--- src/rtl/store_sequencer_if.sv ---
// Store-sequencer bus bundle: decoded S-type store in, word-granular memory write out.
// slave is the sequencer side; master is the issuer/memory-model side.
interface store_sequencer_if;
  logic        in_valid;
  logic        in_ready;
  logic [2:0]  funct3;
  logic [31:0] rs1_val;
  logic [31:0] rs2_val;
  logic [31:0] imm;
  logic        mem_req;
  logic [31:0] mem_addr;
  logic [31:0] mem_wdata;
  logic [3:0]  mem_be;
  logic        mem_ack;
  logic        done;
  logic        err;

  modport slave (
    input  in_valid, funct3, rs1_val, rs2_val, imm, mem_ack,
    output in_ready, mem_req, mem_addr, mem_wdata, mem_be, done, err
  );

  modport master (
    output in_valid, funct3, rs1_val, rs2_val, imm, mem_ack,
    input  in_ready, mem_req, mem_addr, mem_wdata, mem_be, done, err
  );
endinterface

--- src/rtl/store_sequencer.sv ---
// RV32 store sequencer: turns SB/SH/SW into one or two word-aligned, byte-enabled writes,
// splitting stores that cross a word boundary (or rejecting misaligned ones when SPLIT_EN=0).
module store_sequencer #(
  parameter bit SPLIT_EN = 1'b1
) (
  input logic              clk,
  input logic              rst_n,
  store_sequencer_if.slave bus
);

  typedef enum logic [1:0] {StIdle, StReq1, StReq2, StResp} state_e;

  state_e      state_q, state_d;
  logic [31:0] ea_q, ea_d;
  logic [31:0] rs2_q, rs2_d;
  logic [2:0]  funct3_q, funct3_d;
  logic        err_q, err_d;

  // Lane mask spans two words: bits [3:0] first access, [7:4] second access.
  function automatic logic [7:0] lane_mask(input logic [2:0] f3, input logic [1:0] off);
    logic [7:0] base;
    case (f3)
      3'b000:  base = 8'h01;
      3'b001:  base = 8'h03;
      3'b010:  base = 8'h0F;
      default: base = 8'h00;
    endcase
    return base << off;
  endfunction

  // Natural-alignment violation; any store needing a second access is one of these.
  function automatic logic misaligned(input logic [2:0] f3, input logic [1:0] off);
    case (f3)
      3'b001:  return off[0];
      3'b010:  return |off;
      default: return 1'b0;
    endcase
  endfunction

  logic [31:0] ea_in;
  logic        legal_in;
  logic        reject_in;
  logic [7:0]  mask_q;
  logic [63:0] wide_q;
  logic [31:0] addr1;
  logic [31:0] addr2;

  assign ea_in     = bus.rs1_val + bus.imm;
  assign legal_in  = (bus.funct3[2] == 1'b0) && (bus.funct3[1:0] != 2'b11);
  assign reject_in = (SPLIT_EN == 1'b0) && misaligned(bus.funct3, ea_in[1:0]);

  // Data positioned across a doubleword: low half feeds access 1, high half access 2.
  assign mask_q = lane_mask(funct3_q, ea_q[1:0]);
  assign wide_q = {32'h0, rs2_q} << {ea_q[1:0], 3'b000};
  assign addr1  = {ea_q[31:2], 2'b00};
  assign addr2  = addr1 + 32'd4;

  always_comb begin
    state_d  = state_q;
    ea_d     = ea_q;
    rs2_d    = rs2_q;
    funct3_d = funct3_q;
    err_d    = err_q;
    unique case (state_q)
      StIdle: begin
        if (bus.in_valid) begin
          ea_d     = ea_in;
          rs2_d    = bus.rs2_val;
          funct3_d = bus.funct3;
          if (!legal_in || reject_in) begin
            err_d   = 1'b1;
            state_d = StResp;
          end else begin
            err_d   = 1'b0;
            state_d = StReq1;
          end
        end
      end
      StReq1: begin
        if (bus.mem_ack) begin
          state_d = (mask_q[7:4] != 4'h0) ? StReq2 : StResp;
        end
      end
      StReq2: begin
        if (bus.mem_ack) begin
          state_d = StResp;
        end
      end
      StResp: begin
        state_d = StIdle;
      end
      default: state_d = StIdle;
    endcase
  end

  // Outputs decode straight from registered state so reset forces them immediately.
  always_comb begin
    bus.in_ready  = 1'b0;
    bus.mem_req   = 1'b0;
    bus.mem_addr  = addr1;
    bus.mem_wdata = wide_q[31:0];
    bus.mem_be    = 4'h0;
    bus.done      = 1'b0;
    bus.err       = 1'b0;
    unique case (state_q)
      StIdle: begin
        bus.in_ready = 1'b1;
      end
      StReq1: begin
        bus.mem_req = 1'b1;
        bus.mem_be  = mask_q[3:0];
      end
      StReq2: begin
        bus.mem_req   = 1'b1;
        bus.mem_addr  = addr2;
        bus.mem_wdata = wide_q[63:32];
        bus.mem_be    = mask_q[7:4];
      end
      StResp: begin
        bus.done = 1'b1;
        bus.err  = err_q;
      end
      default: ;
    endcase
  end

  always_ff @(posedge clk or negedge rst_n) begin
    if (!rst_n) begin
      state_q  <= StIdle;
      ea_q     <= 32'h0;
      rs2_q    <= 32'h0;
      funct3_q <= 3'h0;
      err_q    <= 1'b0;
    end else begin
      state_q  <= state_d;
      ea_q     <= ea_d;
      rs2_q    <= rs2_d;
      funct3_q <= funct3_d;
      err_q    <= err_d;
    end
  end

endmodule

--- src/flat_wrapper.sv ---
// flat-port wrapper written by rule: the top's interface ports become plain ports
module store_sequencer_flat 
#(
  parameter bit SPLIT_EN = 1'b1
)
  (clk, rst_n, bus_in_valid, bus_funct3, bus_rs1_val, bus_rs2_val, bus_imm, bus_mem_ack, bus_in_ready, bus_mem_req, bus_mem_addr, bus_mem_wdata, bus_mem_be, bus_done, bus_err);
  store_sequencer_if bus_i ();
  input logic clk;
  input logic rst_n;
  input wire logic [$bits(bus_i.in_valid)-1:0] bus_in_valid;
  input wire logic [$bits(bus_i.funct3)-1:0] bus_funct3;
  input wire logic [$bits(bus_i.rs1_val)-1:0] bus_rs1_val;
  input wire logic [$bits(bus_i.rs2_val)-1:0] bus_rs2_val;
  input wire logic [$bits(bus_i.imm)-1:0] bus_imm;
  input wire logic [$bits(bus_i.mem_ack)-1:0] bus_mem_ack;
  output wire logic [$bits(bus_i.in_ready)-1:0] bus_in_ready;
  output wire logic [$bits(bus_i.mem_req)-1:0] bus_mem_req;
  output wire logic [$bits(bus_i.mem_addr)-1:0] bus_mem_addr;
  output wire logic [$bits(bus_i.mem_wdata)-1:0] bus_mem_wdata;
  output wire logic [$bits(bus_i.mem_be)-1:0] bus_mem_be;
  output wire logic [$bits(bus_i.done)-1:0] bus_done;
  output wire logic [$bits(bus_i.err)-1:0] bus_err;
  assign bus_i.in_valid = bus_in_valid;
  assign bus_i.funct3 = bus_funct3;
  assign bus_i.rs1_val = bus_rs1_val;
  assign bus_i.rs2_val = bus_rs2_val;
  assign bus_i.imm = bus_imm;
  assign bus_i.mem_ack = bus_mem_ack;
  assign bus_in_ready = bus_i.in_ready;
  assign bus_mem_req = bus_i.mem_req;
  assign bus_mem_addr = bus_i.mem_addr;
  assign bus_mem_wdata = bus_i.mem_wdata;
  assign bus_mem_be = bus_i.mem_be;
  assign bus_done = bus_i.done;
  assign bus_err = bus_i.err;
  store_sequencer #(.SPLIT_EN(SPLIT_EN)) u_core (.clk(clk), .rst_n(rst_n), .bus(bus_i));
endmodule
--- config.mk ---
export PLATFORM = sky130hd
export DESIGN_NAME = store_sequencer_flat
export DESIGN_NICKNAME = d
export VERILOG_FILES = /design/src/rtl/store_sequencer_if.sv /design/src/rtl/store_sequencer.sv /design/src/flat_wrapper.sv
export SDC_FILE = /design/constraint.sdc
export NUM_CORES = 1
export LEC_CHECK = 0
export ABC_AREA = 1
export CORE_ASPECT_RATIO = 0.6
export CORE_MARGIN = 8
export CORE_UTILIZATION = 55
export CTS_BUF_LIST = sky130_fd_sc_hd__clkbuf_2
export DETAILED_ROUTE_END_ITERATION = 8
export GPL_ROUTABILITY_DRIVEN = 0
export GPL_TIMING_DRIVEN = 0
export HOLD_SLACK_MARGIN = 0.08
export PLACE_DENSITY = 0.87
export SLEW_MARGIN = 20
export SYNTH_ARGS = -nofsm -noshare
export SYNTH_HDL_FRONTEND = slang
export SYNTH_SLANG_ARGS = --single-unit
--- constraint.sdc ---
create_clock -name clk -period 3.7 [get_ports clk]
set_input_delay 0.74 -clock clk [delete_from_list [all_inputs] [get_ports clk]]
set_output_delay 0.74 -clock clk [all_outputs]
set_load 0.1 [all_outputs]
==> results of run 1 <==
## worst max-delay path by stage
stage	cells after the start	end	startpoint	slack [ps]
after floorplan	6	bus_mem_wdata[4]	u_core.state_q[0]	-300
after detailed placement	10	bus_mem_addr[25]	u_core.state_q[0]	-500
after CTS	6	bus_mem_be[3]	u_core.ea_q[0]	60
final	7	bus_mem_be[1]	u_core.state_q[0]	100
after global routing	9	bus_mem_addr[24]	u_core.ea_q[2]	-30
after global placement	1	u_core.rs2_q[4]	rst_n	-480
## state kept, by name, indices dropped and copies added, names as in the netlist
| name | count |
|---|---|
| u_core.state_q | 2 |
| u_core.funct3_q | 3 |
| u_core.ea_q | 32 |
| u_core.rs2_q | 32 |
| u_core.err_q | 1 |
## timing repair
item / in CTS / in global routing
pin swaps: 1 / 2
hold buffers: 1 / 0
setup buffers: 0 / 6
endpoints found under the hold margin: 5 / 0
resized for setup: 240 / 17
endpoints found under the setup margin: 66 / 26
## logic make-up after synthesis
family,after synthesis,share of synthesized area
other cells,1,0.000570
mux,2,0.00304
simple gates,607,0.370
xor+xnor,41,0.0546
fa+ha+maj,37,0.0715
buf+inv,206,0.119
flops,70,0.266
compound gates,137,0.115
## through the flow
stage | std cells | utilization | setup slack (ps) | area (um^2) | hold slack (ps)
after global routing | 1464 | 0.742 | -33.1 | 8810 | 557
after floorplan | 1102 | - | -296 | 6610 | 444
after detailed placement | 1440 | 0.721 | -498 | 8560 | 469
after CTS | 1457 | 0.736 | 58.1 | 8740 | 512
final | 1464 | 0.742 | 97.3 | 8810 | 510
after global placement | 1439 | 0.720 | -478 | 8540 | 466
## Yosys cell counts
cell                         n  share of area
sky130_fd_sc_hd__xor2_1     19          0.025
sky130_fd_sc_hd__nor3_1      8         0.0061
sky130_fd_sc_hd__nand3_1    62          0.047
sky130_fd_sc_hd__fa_1        1         0.0030
sky130_fd_sc_hd__ha_1       36          0.068
sky130_fd_sc_hd__inv_1     173          0.099
sky130_fd_sc_hd__a21oi_1    27          0.021
sky130_fd_sc_hd__nand2_1   452           0.26
sky130_fd_sc_hd__o221ai_1    8          0.011
sky130_fd_sc_hd__mux2i_1     2         0.0030
sky130_fd_sc_hd__buf_4       2         0.0023
sky130_fd_sc_hd__nor4_1      5         0.0048
sky130_fd_sc_hd__or2_2       1        0.00095
sky130_fd_sc_hd__and3_1      1        0.00095
sky130_fd_sc_hd__nand4_1     7         0.0067
sky130_fd_sc_hd__xnor2_1    22          0.029
sky130_fd_sc_hd__clkinv_1    1        0.00057
sky130_fd_sc_hd__nor3_4      1         0.0025
sky130_fd_sc_hd__o211ai_1    1         0.0011
sky130_fd_sc_hd__nor2_1     64          0.037
sky130_fd_sc_hd__buf_2       2         0.0015
sky130_fd_sc_hd__a21o_1      1         0.0011
sky130_fd_sc_hd__o22ai_1    18          0.017
sky130_fd_sc_hd__nand3b_1    3         0.0034
sky130_fd_sc_hd__dfrtp_1    70           0.27
sky130_fd_sc_hd__a31oi_1     1        0.00095
sky130_fd_sc_hd__nor3_2      1         0.0015
sky130_fd_sc_hd__conb_1      1        0.00057
sky130_fd_sc_hd__nor2_2      2         0.0019
sky130_fd_sc_hd__o21bai_1    4         0.0046
sky130_fd_sc_hd__inv_2       1        0.00057
sky130_fd_sc_hd__o21ai_0    77          0.059
sky130_fd_sc_hd__clkbuf_1   27          0.015
## layout make-up
cell class                 count  area share
tap                          165      0.0234
buffer                        31      0.0146
sequential                    70       0.199
clock inverter                 7     0.00852
antenna                        1    0.000284
multi-input combinational    826       0.468
clock buffer                   9     0.00511
inverter                     175      0.0746
timing repair buffer         180       0.206
## worst max-delay path: cells and delay by family, from the launching register on
kind / cells / cell delay (ps)
AOI/OAI and AO/OA: 1 / 180
adders and majority gates: 1 / 200
buffers and inverters: 3 / 1020
DFF: 1 / 470
and+or+nand+nor: 2 / 430
## routing by layer
metal | share of wire | wire length, um | track usage
met1 | 0.46 | 10600 | 0.427
met2 | 0.40 | 9320 | 0.410
met3 | 0.12 | 2870 | 0.0839
met4 | 0.019 | 448 | 0.0691
met5 | 0 | 0 | 0
==> impl_results.md, run 1 <==
- Outcome: finished, final reports clean
- WHS Endpoint: u_core.ea_q[30]
- Total length of routed wires: 23.3 mm
- Kind of critical path: flop to primary output
- Highest cell delay on the worst timing path: 560 ps
- Critical path fanouts, max: 10
- Synthesis-to-finish area growth: 33.9%
- Slew headroom: 0.346
- Number of instances in the synthesized netlist: 1101
- Count of cell types in the netlist: 33
- Root cell of the clock tree: sky130_fd_sc_hd__clkbuf_2
- Final Critical Period: 3600 ps
- Htree depth: 3
- Data arrival at the endpoint of the critical path: 2860 ps
- Floorplan row count: 31
- Startpoint of the worst-slack reg-to-reg timing path: u_core.state_q[1]
- Core outline area: 11900 um^2
- Total Nets Final: 1433
- Measured slew at the worst slew-check pin: 979 ps
- Width of the die: 157 um
- Synthesized area per cell: 5.98 um^2
- Library cell contributing the largest single delay on the critical path: sky130_fd_sc_hd__clkdlybuf4s18_2
- Clock-pin slew of the registers on the worst-case setup and hold paths: 210 ps
- Final routed DRC violation total: 0
- Final setup fails: 0
- DP Wirelength: 18.7 mm
- First drt pass iteration count: 5
- Final hold viol count: 0
- Portion of the post-synthesis area used by sequential elements: 0.266
- Startpoint of the tightest hold check path: u_core.ea_q[30]
- Hold Path Class: flop to flop
- Endpoint of the worst-slack reg-to-reg timing path: u_core.rs2_q[21]
- Worst-case register-to-register setup slack: 1150 ps
- Post-synthesis sequential element count: 70
- Layout fillers: 1046
- Wire per inst: 15.9 um
- Final period util: 0.974
- Initial detailed-routing violation count: 1000
- Vias/cell: 5.40
- Initial core utilization: 0.554
- Most frequent cells in the layout: sky130_fd_sc_hd__nand2_1 (452), sky130_fd_sc_hd__inv_1 (172), sky130_fd_sc_hd__clkdlybuf4s50_1 (106)
- Cells along the critical path: inv_2, ha_4, nand2_1, inv_1, nand2_1, a21oi_2, clkdlybuf4s18_2
- Congestion Overflow GR: 0
- Number of buffers created by CTS: 9
- Warnings from Yosys: 0
- Kind of end point of the critical path: primary output
- Clock Latency Late Sink: 540 ps
- Worst Path Required: 2960 ps
- # Max-Cap Violations: 0
- Worst setup SP type: flop
- Peak Freq: 278 MHz
- Area of the mapped netlist: 6580 um^2
- CTS sink cnt: 70
- PortBufs: 172
- Via count of the first global-routing pass: 7255
- Most common library cell in the layout ignoring fill and taps: sky130_fd_sc_hd__nand2_1
- Number of cell instances on the worst register-to-register path: 8
- Number of top-level pins: 175
- GRT Util Overall: 0.292
- Vias after detailed routing: 7901
- Hold Crit Depth: 2
- Wire length of the first global-routing pass: 36.8 mm
- Layout cells sized above 1: 0.0847
- Number of pins exceeding their max-slew limit in the final report: 0
- Multi-input combinational cell area: 4130 um^2
- CTS tree: done
- Final clock skew: 17.4 ps
- Footprint of the flip-flops and latches: 1750 um^2
- Cell occurring most often along the worst timing path: sky130_fd_sc_hd__nand2_1
- Vert. Die Dim: 101 um
- Full die area: 15800 um^2
- Deepest clock path buffer count: 2
- Largest net degree at the start of global routing: 42
- Detail Route Antenna Nets: 0
- Number of antenna violations at the first check in global routing: 1
- Total negative setup slack: 0 ps
Power of run 1 is left out: the tool's default activity adds up to more than one toggle a clock period on the data nets, which glitch-free logic cannot reach.
==> inputs of run 2 (changes only) <==
HOLD_SLACK_MARGIN = default   (was 0.08)
RECOVER_POWER = 50   (was default)
==> run 2 against run 1 <==
  * The flow now finishes with violations (capacitance limit, slew limit)
  * Register-to-register slack worse by 70 ps
  * Sequential cell count unchanged
  * Maximum frequency shrank 0.15%
  * Worst setup slack worse by 5.5 ps
  * Clock skew increased by 3.0 ps
  * First-iteration DRC count grew 1.9%
  * Cell count about the same
  * Sequential share of layout area rose by 0.054 points
  * Wire length increased by 0.54%
  * Core utilization down 0.20 points
  * Global-route usage is essentially flat
  * Non-clock buffer count shrank 1
  * Critical path type unchanged
  * Critical endpoint unchanged
==> impl_results.md, run 2 (synthesized netlist as in run 1, its figures left out) <==
- Outcome: finished, violations left
- Failing checks: capacitance limit, slew limit
- Total length of routed wires: 23.4 mm
- Startpoint of the tightest hold check path: u_core.ea_q[30]
- Most frequent cells in the layout: sky130_fd_sc_hd__nand2_1 (452), sky130_fd_sc_hd__inv_1 (172), sky130_fd_sc_hd__clkdlybuf4s50_1 (103)
- Data arrival at the endpoint of the critical path: 2870 ps
- First drt pass iteration count: 7
- CTS tree: done
- Core outline area: 11900 um^2
- Worst setup SP type: flop
- Congestion Overflow GR: 0
- Buf/Inv on CP: 3
- Worst Path Required: 2960 ps
- Startpoint of the worst-slack reg-to-reg timing path: u_core.state_q[1]
- Initial core utilization: 0.554
- Number of antenna violations at the first check in global routing: 1
- PortBufs: 172
- Number of top-level pins: 175
- Most common library cell in the layout ignoring fill and taps: sky130_fd_sc_hd__nand2_1
- Htree depth: 3
- Library cell contributing the largest single delay on the critical path: sky130_fd_sc_hd__clkdlybuf4s18_2
- Floorplan row count: 31
- Measured slew at the worst slew-check pin: 1830 ps
- Total Nets Final: 1432
- Final clock skew: 20.4 ps
- Number of buffers created by CTS: 9
- Vert. Die Dim: 101 um
- Kind of end point of the critical path: primary output
- Clock Latency Late Sink: 570 ps
- Synthesis-to-finish area growth: 33.5%
- # Max-Cap Violations: 2
- Detail Route Antenna Nets: 0
- DP Wirelength: 18.7 mm
- Width of the die: 157 um
- Cell family contributing the most delay on the critical path: buffers and inverters
- Final hold viol count: 0
- Kind of critical path: flop to primary output
- Via count of the first global-routing pass: 7248
- Wire per inst: 16.0 um
- Endpoint of the worst-slack reg-to-reg timing path: u_core.rs2_q[31]
- Worst-case register-to-register setup slack: 1080 ps
- Initial detailed-routing violation count: 1019
- Total negative setup slack: 0 ps
- Wire length of the first global-routing pass: 36.8 mm
- Largest net degree at the start of global routing: 42
- Post-CTS Hold Fix Bufs: 0
- Root cell of the clock tree: sky130_fd_sc_hd__clkbuf_2
- GRT Util Overall: 0.292
- Biggest regs: u_core.ea_q: 32 flops, u_core.rs2_q: 32 flops, u_core.funct3_q: 3 flops
- Number of cell instances on the worst register-to-register path: 8
- Layout cells sized above 1: 0.0817
- WHS Endpoint: u_core.ea_q[30]
- Final setup fails: 0
- Slew headroom: -0.221
- Clock-pin slew of the registers on the worst-case setup and hold paths: 210 ps
- Final period util: 0.975
- Number of pins exceeding their max-slew limit in the final report: 73
- Highest cell delay on the worst timing path: 560 ps
- Critical path fanouts, max: 10
- Hold Crit Depth: 2
- Full die area: 15800 um^2
- Cell occurring most often along the worst timing path: sky130_fd_sc_hd__nand2_1
- CTS sink cnt: 70
- Cells along the critical path: inv_2, ha_4, nand2_1, inv_1, nand2_1, a21oi_2, clkdlybuf4s18_2
- Vias/cell: 5.45
- Deepest clock path buffer count: 2
- Peak Freq: 277 MHz
- Hold Path Class: flop to flop
- Final Critical Period: 3610 ps
- Final routed DRC violation total: 0
- Vias after detailed routing: 7969
==> run 2: cell count changes in the layout (fill, tap and decap cells not counted) <==
cell | before | now
sky130_fd_sc_hd__buf_2 | 4 | 2
sky130_fd_sc_hd__buf_4 | 17 | 16
sky130_fd_sc_hd__buf_12 | 1 | 0
sky130_fd_sc_hd__clkbuf_1 | 25 | 28
sky130_fd_sc_hd__dlymetal6s2s_1 | 1 | 2
sky130_fd_sc_hd__clkdlybuf4s50_1 | 106 | 103
sky130_fd_sc_hd__dlygate4sd3_1 | 1 | 3
==> run 2: routing by layer <==
layer  routed length (um)  global-route usage
met1                10600               0.427
met3                 3010              0.0839
met4                  506              0.0691
met2                 9300               0.409
met5                    0                   0
==> run 2: tightest hold or removal path, cell delays in order, from the launching register on <==
cell	delay, ps
sky130_fd_sc_hd__dfrtp_1	380
sky130_fd_sc_hd__nand2_1	50
sky130_fd_sc_hd__nand2_1	60
==> run 2: cell type report <==
| cell class | count | area, um^2 |
|---|---|---|
| multi-input cells | 826 | 4130 |
| clock buffers | 9 | 45.0 |
| clock inverters | 7 | 75.1 |
| diodes | 1 | 2.50 |
| plain buffers | 31 | 126 |
| flip-flops and latches | 70 | 1750 |
| inverters | 175 | 657 |
| well taps | 165 | 206 |
| repair buffers | 179 | 1790 |
| fillers | 1049 | 3080 |
==> run 2: how the worst max path moves through the flow <==
stage                                  from                to  cells past startpoint
after global routing         u_core.ea_q[2]  bus_mem_addr[24]                      9
after detailed placement  u_core.state_q[0]  bus_mem_addr[25]                     10
after floorplan           u_core.state_q[0]  bus_mem_wdata[4]                      6
after CTS                    u_core.ea_q[0]     bus_mem_be[3]                      6
after global placement                rst_n   u_core.rs2_q[4]                      1
final                     u_core.state_q[0]     bus_mem_be[1]                      7
==> run 2: timing repair <==
| action | in CTS | in global routing |
|---|---|---|
| endpoints found under the setup margin | 66 | 26 |
| setup buffers | 0 | 6 |
| gates resized for setup | 240 | 17 |
| pin swaps | 1 | 2 |
==> run 2: per-stage QoR <==
stage / area [um^2] / instances / hold WS, ps / setup WS [ps] / utilization
after floorplan: 6610 / 1102 / 444 / -296 / -
after global placement: 8540 / 1439 / 466 / -478 / 0.720
after detailed placement: 8560 / 1440 / 469 / -498 / 0.721
after CTS: 8730 / 1456 / 56.6 / 58.1 / 0.735
after global routing: 8780 / 1463 / 557 / -33.1 / 0.740
final: 8780 / 1463 / 510 / 91.8 / 0.740
Power of run 2 is left out for the same reason.
